[src/rtl/network_mac_pipe.sv]
// Pipelined signed multiply / multiply-accumulate with round-half-up, saturation and
// a valid/ready stream interface. One beat per cycle; the whole pipe stalls as a unit.
module network_mac_pipe #(
    parameter int DIN0_WIDTH = 16,
    parameter int DIN1_WIDTH = 10,
    parameter int ACC_WIDTH  = 32,
    parameter int DOUT_WIDTH = 16,
    parameter int FRAC_SHIFT = 8,
    parameter int NUM_STAGE  = 3
) (
    input  logic                  clk,
    input  logic                  reset,
    input  logic                  ce,
    input  logic                  in_valid,
    output logic                  in_ready,
    input  logic [DIN0_WIDTH-1:0] din0,
    input  logic [DIN1_WIDTH-1:0] din1,
    input  logic                  mode,
    input  logic                  in_last,
    output logic                  out_valid,
    input  logic                  out_ready,
    output logic [DOUT_WIDTH-1:0] dout,
    output logic                  out_sat
);

    localparam int PW    = DIN0_WIDTH + DIN1_WIDTH;
    localparam int AW    = ACC_WIDTH;
    localparam int DW    = DOUT_WIDTH;
    localparam int DEPTH = NUM_STAGE - 2;

    localparam logic [AW:0]   ONE  = (AW+1)'(1);
    localparam logic [AW:0]   RND  = (ONE << FRAC_SHIFT) >> 1;
    localparam logic [AW:0]   DMAX = (ONE << (DW - 1)) - ONE;
    localparam logic [AW:0]   DMIN = ~DMAX;
    localparam logic [DW-1:0] OMAX = {1'b0, {(DW-1){1'b1}}};
    localparam logic [DW-1:0] OMIN = {1'b1, {(DW-1){1'b0}}};
    localparam logic [AW-1:0] AMAX = {1'b0, {(AW-1){1'b1}}};
    localparam logic [AW-1:0] AMIN = {1'b1, {(AW-1){1'b0}}};

    // Handshake: a beat moves on a rising edge when in_valid && in_ready; a result
    // leaves when out_valid && out_ready && ce. Every stage advances together on adv.
    logic adv;
    assign adv      = ce && (!out_valid || out_ready);
    assign in_ready = adv;

    logic                         s1_valid;
    logic                         s1_mode;
    logic                         s1_last;
    logic signed [DIN0_WIDTH-1:0] s1_a;
    logic signed [DIN1_WIDTH-1:0] s1_b;

    always_ff @(posedge clk) begin
        if (reset) begin
            s1_valid <= 1'b0;
        end else if (adv) begin
            s1_valid <= in_valid;
        end
    end

    always_ff @(posedge clk) begin
        if (adv) begin
            s1_a    <= din0;
            s1_b    <= din1;
            s1_mode <= mode;
            s1_last <= in_last;
        end
    end

    logic signed [PW-1:0] prod_c;
    assign prod_c = $signed({{DIN1_WIDTH{s1_a[DIN0_WIDTH-1]}}, s1_a})
                  * $signed({{DIN0_WIDTH{s1_b[DIN1_WIDTH-1]}}, s1_b});

    logic                 t_valid;
    logic                 t_mode;
    logic                 t_last;
    logic signed [PW-1:0] t_prod;

    generate
        if (DEPTH == 0) begin : g_direct
            assign t_valid = s1_valid;
            assign t_mode  = s1_mode;
            assign t_last  = s1_last;
            assign t_prod  = prod_c;
        end else begin : g_chain
            logic [DEPTH-1:0]     d_valid;
            logic [DEPTH-1:0]     d_mode;
            logic [DEPTH-1:0]     d_last;
            logic signed [PW-1:0] d_prod [DEPTH];

            always_ff @(posedge clk) begin
                if (reset) begin
                    d_valid <= '0;
                end else if (adv) begin
                    d_valid[0] <= s1_valid;
                    for (int i = 1; i < DEPTH; i++) begin
                        d_valid[i] <= d_valid[i-1];
                    end
                end
            end

            always_ff @(posedge clk) begin
                if (adv) begin
                    d_prod[0] <= prod_c;
                    d_mode[0] <= s1_mode;
                    d_last[0] <= s1_last;
                    for (int i = 1; i < DEPTH; i++) begin
                        d_prod[i] <= d_prod[i-1];
                        d_mode[i] <= d_mode[i-1];
                        d_last[i] <= d_last[i-1];
                    end
                end
            end

            assign t_valid = d_valid[DEPTH-1];
            assign t_mode  = d_mode[DEPTH-1];
            assign t_last  = d_last[DEPTH-1];
            assign t_prod  = d_prod[DEPTH-1];
        end
    endgenerate

    logic [AW-1:0]        acc;
    logic                 sticky;
    logic signed [AW-1:0] prod_ext;
    logic [AW:0]          sum_w;
    logic                 acc_ovf;
    logic [AW-1:0]        sum_sat;
    logic [AW-1:0]        x_val;
    logic [AW:0]          rnd_w;
    logic signed [AW:0]   shr;
    logic                 f_hi;
    logic                 f_lo;
    logic                 f_sat;
    logic [DW-1:0]        f_val;

    assign prod_ext = AW'(t_prod);
    assign sum_w    = {acc[AW-1], acc} + {prod_ext[AW-1], prod_ext};
    assign acc_ovf  = sum_w[AW] ^ sum_w[AW-1];
    assign sum_sat  = acc_ovf ? (sum_w[AW] ? AMIN : AMAX) : sum_w[AW-1:0];
    assign x_val    = t_mode ? sum_sat : prod_ext;

    // One guard bit keeps the rounding add from wrapping near the accumulator limit.
    assign rnd_w = {x_val[AW-1], x_val} + RND;
    assign shr   = $signed(rnd_w) >>> FRAC_SHIFT;
    assign f_hi  = shr > $signed(DMAX);
    assign f_lo  = shr < $signed(DMIN);
    assign f_sat = f_hi || f_lo;
    assign f_val = f_hi ? OMAX : (f_lo ? OMIN : shr[DW-1:0]);

    always_ff @(posedge clk) begin
        if (reset) begin
            out_valid <= 1'b0;
            dout      <= '0;
            out_sat   <= 1'b0;
            acc       <= '0;
            sticky    <= 1'b0;
        end else if (adv) begin
            out_valid <= t_valid && (!t_mode || t_last);
            if (t_valid) begin
                if (!t_mode) begin
                    dout    <= f_val;
                    out_sat <= f_sat;
                end else if (!t_last) begin
                    acc    <= sum_sat;
                    sticky <= sticky || acc_ovf;
                end else begin
                    dout    <= f_val;
                    out_sat <= f_sat || sticky || acc_ovf;
                    acc     <= '0;
                    sticky  <= 1'b0;
                end
            end
        end
    end

endmodule
[config.mk]
export PLATFORM = sky130hd
export DESIGN_NAME = network_mac_pipe
export DESIGN_NICKNAME = d
export VERILOG_FILES = /design/src/rtl/network_mac_pipe.sv
export SDC_FILE = /design/constraint.sdc
export NUM_CORES = 1
export LEC_CHECK = 0
export BUFFER_PORTS_ARGS = -buffer_cell sky130_fd_sc_hd__buf_2
export CAP_MARGIN = 20
export CELL_PAD_IN_SITES_DETAIL_PLACEMENT = 0
export CELL_PAD_IN_SITES_GLOBAL_PLACEMENT = 1
export CORE_MARGIN = 2
export CORE_UTILIZATION = 45
export CTS_CLUSTER_SIZE = 30
export DETAILED_ROUTE_END_ITERATION = 6
export GPL_ROUTABILITY_DRIVEN = 0
export MAX_ROUTING_LAYER = met4
export PLACE_DENSITY = 0.82
export SYNTH_ARGS = -nofsm -noshare
export SYNTH_HDL_FRONTEND = slang
export SYNTH_SLANG_ARGS = --single-unit
export TNS_END_PERCENT = 1
[constraint.sdc]
create_clock -name clk -period 6.14 [get_ports clk]
set_input_delay 1.228 -clock clk [delete_from_list [all_inputs] [get_ports clk]]
set_output_delay 1.228 -clock clk [all_outputs]
set_load 0.02 [all_outputs]
== After elaboration in Yosys (flattened, before gate mapping) ==
Memory sizes are Yosys's and may differ from the RTL's.
Cells that the tools add are included.
W data, S select, Z words.

* Memories kept: 1
* ROM bits: 0
* Memory bits (writable): 26
* Input bits: 33
* Output and inout port bits: 19
* Bits in latches: 0
* Flip-flop bits (word level): 83
* Logic and storage cells: 46

{| class="wikitable"
|+ Memories
! memory !! depth !! width !! rd ports !! clocked after Yosys merged registers in !! write ports !! RTL line !! RTL
|-
| g_chain.d_prod || 1 || 26 || 1 || 0 || 1 || 88 || <nowiki>logic signed [PW-1:0] d_prod [DEPTH];</nowiki>
|}

* Multiply operators: 1
* Add/sub/neg operators: 2
* Bitwise logic cells: 1
* Div/mod/pow operators: 0
* Shift-type cells: 0
* Magnitude comparators: 2
* Mux-type cells: 13
* Reduce and logical (&&, ||, !) cells: 12
* Eq/ne operators: 1

{| class="wikitable"
|+ Operators with widths
! kind !! number
|-
| $mux W32 || 4
|-
| $mux W16 || 4
|-
| $add A32 B26 Y33 || 1
|-
| $add A32 B9 Y33 const B || 1
|-
| $mul A16 B10 Y26 || 1
|-
| $gt A25 B16 Y1 const B || 1
|-
| $lt A25 B16 Y1 const B || 1
|-
| $logic_or A1 B1 Y1 || 6
|-
| $reduce_and A3 Y1 || 2
|-
| $mux W1 || 5
|-
| $logic_and A1 B1 Y1 || 2
|-
| $logic_not A1 Y1 || 2
|-
| $ne A2 B1 Y1 const B || 1
|-
| $xor A1 B1 Y1 || 1
|}

== Longest topological paths before layout ==
* Depth after elaboration: 11
* Mapped depth: 25
* Gate-level depth less buffers: 24

== Least setup slack after synthesis ==
No wires, ideal clock.

* Path type: in2reg
* Start: input port out_ready
* End: register acc[0]
* Stages on the path: 9
* Required time: 6.069 ns
* Path slack: -0.302 ns
* Setup time: 0.071 ns
* Data arrival time: 6.371 ns
* Buffers on the path: 2
* Cell sequence: inv_1 -> a21boi_1 -> nand2_1 -> nor3_1 -> and2_1 -> clkbuf_1 -> clkbuf_1 -> o21ai_0 -> a21oi_1

* Word-level cells in the longest chain between the ends: 3

{| class="wikitable"
|+ Ends and longest elaborated chain
! what !! RTL line !! RTL
|-
| start, declared || 21 || <nowiki>input logic out_ready,</nowiki>
|-
| $logic_or A1 B1 Y1 || 43 || <nowiki>assign adv = ce && (!out_valid || out_ready);</nowiki>
|-
| $logic_and A1 B1 Y1 || 43 ||
|-
| net in_ready || 15 || <nowiki>output logic in_ready,</nowiki>
|-
| $reduce_and A3 Y1 (no source line) || - ||
|-
| end signal, assigned || 163 || <nowiki>acc <= sum_sat;</nowiki>
|-
| end, declared || 121 || <nowiki>logic [AW-1:0] acc;</nowiki>
|}

The timed path passes the listed nets, and every way through them passes these cells.
A chain may end at the register's enable or synchronous reset.

== Worst setup path in the final report ==
* Start: register s1_b[1]
* End: memory g_chain.d_prod[0][25] (netlist bit) (data pin)

* Word-level cells in the longest chain between the ends: 1

{| class="wikitable"
|+ Ends and longest elaborated chain
! what !! RTL line !! RTL
|-
| start, declared || 50 || <nowiki>logic signed [DIN1_WIDTH-1:0] s1_b;</nowiki>
|-
| start signal, assigned || 63 || <nowiki>s1_b <= din1;</nowiki>
|-
| $mul A16 B10 Y26 || 71 || <nowiki>* $signed({{DIN0_WIDTH{s1_b[DIN1_WIDTH-1]}}, s1_b});</nowiki>
|-
| net prod_c[25] || 69 || <nowiki>logic signed [PW-1:0] prod_c;</nowiki>
|-
| end, declared || 88 ||
|}

The timed path passes the listed nets, and every way through them passes these cells.

==> impl_metrics.csv <==
group,metric,value,unit
status,status,"completed",
sta,fin_setup_tns,0,ps
cells_and_area,instances_no_fill,1779,
routing,wl_per_cell,16.2,um
synth,synth_warnings,0,
place,dp_hpwl,23000,um
place,placedCellCount,1756,
synth,netlist.area_leader.share,22.3,%
cells_and_area,drive_above_1_share,10.3,%
place,port_buffers,51,
synth,synth_top_area_cell,"fa_1",
cells_and_area,final_nets,1663,
die,rows,61,
clock_tree,cts_tree,"done",
sta,setup_viol,0,
clock_tree,clk_pin_slew_worst_paths,90,ps
global_route,grt_usage,20.8,%
place,post-place-ws,106,ps
sta,fin_ws,257,ps
sta,max_slew.worst_pin.slew,1040,ps
global_route,grt_pass1_vias,9586,
die,die_w,171,um
cells_and_area,n_antenna_cell,0,
clock_tree,clock_latency,370,ps
critical_path,arrival,5990,ps
critical_path,crit_slowest_cell,"fa_1",
synth,ys_top_cells_by_count,"inv_1, fa_1, nand2_1, ha_1, nor2_1",
cells_and_area,fin_area,0.0136,sq mm
routing,vias,9753,
sta,fin_worst_skew,14.4,ps
routing,final_antenna_net_count,0,
synth,async_reset_ff_share,0,%
sta,period_share,95.8,%
critical_path,crit_type,"reg2reg",
routing,via_per_inst,5.48,
global_route,grt_start_max_net_pins,68,
routing,wirelength,28800,um
pwr,p_leak,5.98,nW
synth,synth.area.top_cells,"fa_1, edfxtp_1, ha_1",
synth,syn_area_per_cell,9.21,sq um
sta,layout_min_cycle_time,5880,ps
critical_path,path_cells,"buf_4 > nand2_1 > inv_1 > fa_1 > inv_1 > fa_1 > fa_1 > fa_1 > inv_1 > fa_1 > ha_1 > a21o_1 > a21o_1 > or3_1 > a211o_1 > a31o_2 > a21oi_1 > xnor2_1",
global_route,grt_overflow,0,
synth,yosys.cell_count.top_type,"inv_1",
synth,ys_types,85,
synth,synth-seq-cells,109,
die,core_area,0.0276,sq mm
sta,maxSlewViolCount,0,
global_route,grt_pass1_wl,47900,um
critical_path,max_stage_delay,710,ps
pwr,peakVddDrop,0.307,mV
clock_tree,hold_buffers,0,
synth,syn_area,0.0125,sq mm
critical_path,crit_path_end_kind,"register",
clock_tree,cts_made_buffers,9,
routing,drc,0,
run,maxCapViolations,0,
place,placed_cell_area,0.0132,sq mm
routing,drt_iter0_drc,625,
sta,clock.fmax,170,MHz
clock_tree,cts_root_buffer,"clkbuf_16",
critical_path,startpoint_type,"register",
synth,ys_seq_area_share,21.9,%
cells_and_area,syn_to_final_growth,8.69,%
pwr,powerDensity,424,mW/mm^2
die,die_h,171,um
sta,finalHoldViolations,0,
min_path,hold_class,"reg2reg",
global_route,antenna_found_initial,0,
critical_path,crit_top_cell,"fa_1",
synth,synthesis.nets,1630,
clock_tree,cts_buffer_depth,2,
die,ioPinCount,52,
clock_tree,htreeDepth,3,
sta,rsz0062_at_grt,"no",
die,start_util,45.4,%
synth,synth_edf_count,56,
routing,dr.pass1.iters,5,
sta,slew_headroom,30.0,%
die,dieArea,0.0292,sq mm
critical_path,critPathRequiredTime,6240,ps
synth,syn-instance-count,1363,
clock_tree,clkSinkCount,109,
synth,synthFlopType,"edfxtp_1",
critical_path,crit_fanout,9,
[layout make-up]
cell class	count	area (sq um)
fillers	2614	14000
multi-input cells	1045	9050
flip-flops and latches	109	2740
inverters	147	552
repair buffers	84	523
well taps	378	473
clock buffers	9	225
clock inverters	7	77.6
[kinds of logic (layout without fill, tap and decap cells)]
group | Yosys count | count (layout) | synth area share [%]
AND/OR/NAND/NOR | 430 | 430 | 17.2
AO/OA/AOI/OAI | 317 | 317 | 18.2
adder cells (fa/ha/maj) | 234 | 234 | 31.7
buffers and inverters | 209 | 247 | 6.44
flip-flops | 109 | 109 | 21.9
XOR/XNOR | 60 | 60 | 4.25
multiplexers | 4 | 4 | 0.329
[registers in the layout, summed over array words and instances (netlist names), 10 cells and up]
signal and cells:
acc 32, dout 16, s1_a 16, g_chain.d_prod 26
s1_b 10
[layout by cell type, fill, tap and decap left out, drive strengths merged, types with 6 or more instances in the layout]
master	netlist	layout
a22oi	27	27
a21o	18	18
o21ai	53	53
o211ai	13	13
inv	146	149
o32ai	14	14
xnor2	46	46
xor2	14	14
nand4	9	9
a311oi	7	7
a21boi	9	9
dfxtp	53	53
a21oi	64	64
nor3	12	12
fa	140	140
clkbuf	51	9
nand2	134	134
and2	83	83
nor2	85	85
nand3	26	26
o21bai	14	14
or3	24	24
o31ai	8	8
and3	8	8
ha	94	94
edfxtp	56	56
buf	11	84
a31o	6	6
nor2b	9	9
o21a	10	10
nand2b	18	18
or2	6	6
a31oi	14	14
a211oi	16	16
[metrics by stage]
step | power, W | utilization (%) | hold WS [ps]
floorplan | 0.00430 | - | 400
global placement | 0.00501 | 47.9 | 413
detailed placement | 0.00510 | 47.9 | 407
CTS | 0.00574 | 49.0 | 445
global route | 0.00639 | 49.4 | 447
finish | 0.00579 | 49.4 | 440
[path summary, 6_finish.rpt]
check / cells after the start / slack, ps / from / endpoint
setup / recovery: 18 / 260 / s1_b[1]$_DFFE_PP_ / g_chain.d_prod[0][25]$_DFFE_PP_
hold / removal: 0 / 440 / s1_mode$_DFFE_PP_ / g_chain.d_mode$_DFFE_PP_
setup reg to reg: 18 / 260 / s1_b[1]$_DFFE_PP_ / g_chain.d_prod[0][25]$_DFFE_PP_
hold reg to reg: 0 / 440 / s1_mode$_DFFE_PP_ / g_chain.d_mode$_DFFE_PP_
[report_power, final]
part           switching (W)  internal, W
sequential          0.000111      0.00105
combinational        0.00222      0.00179
clock               0.000320     0.000290
total                0.00265      0.00313
[what timing repair did]
| action | CTS | global route |
|---|---|---|
| gates resized for setup | 0 | 7 |
| setup buffers | 0 | 6 |
| setup endpoints to repair | 0 | 4 |
[layer usage]
metal  GRT usage, %  part of all wire (%)  vias to the layer above
met5              -                     0                        -
met3           2.80                   4.8                       31
met4           4.50                   1.2                        0
met1           28.7                    48                     4709
li1               -                     -                     4776
met2           32.9                    46                      237
[worst max-delay path: cells and delay by family (launching register included)]
family,cells,cell delay (ps)
AOI/OAI and AO/OA,5,1020
adders and majority gates,6,3030
buffers and inverters,4,540
DFF,1,520
and+or+nand+nor,2,410
xor gates and xnor gates,1,90
(Power assumes the default switching activity.)
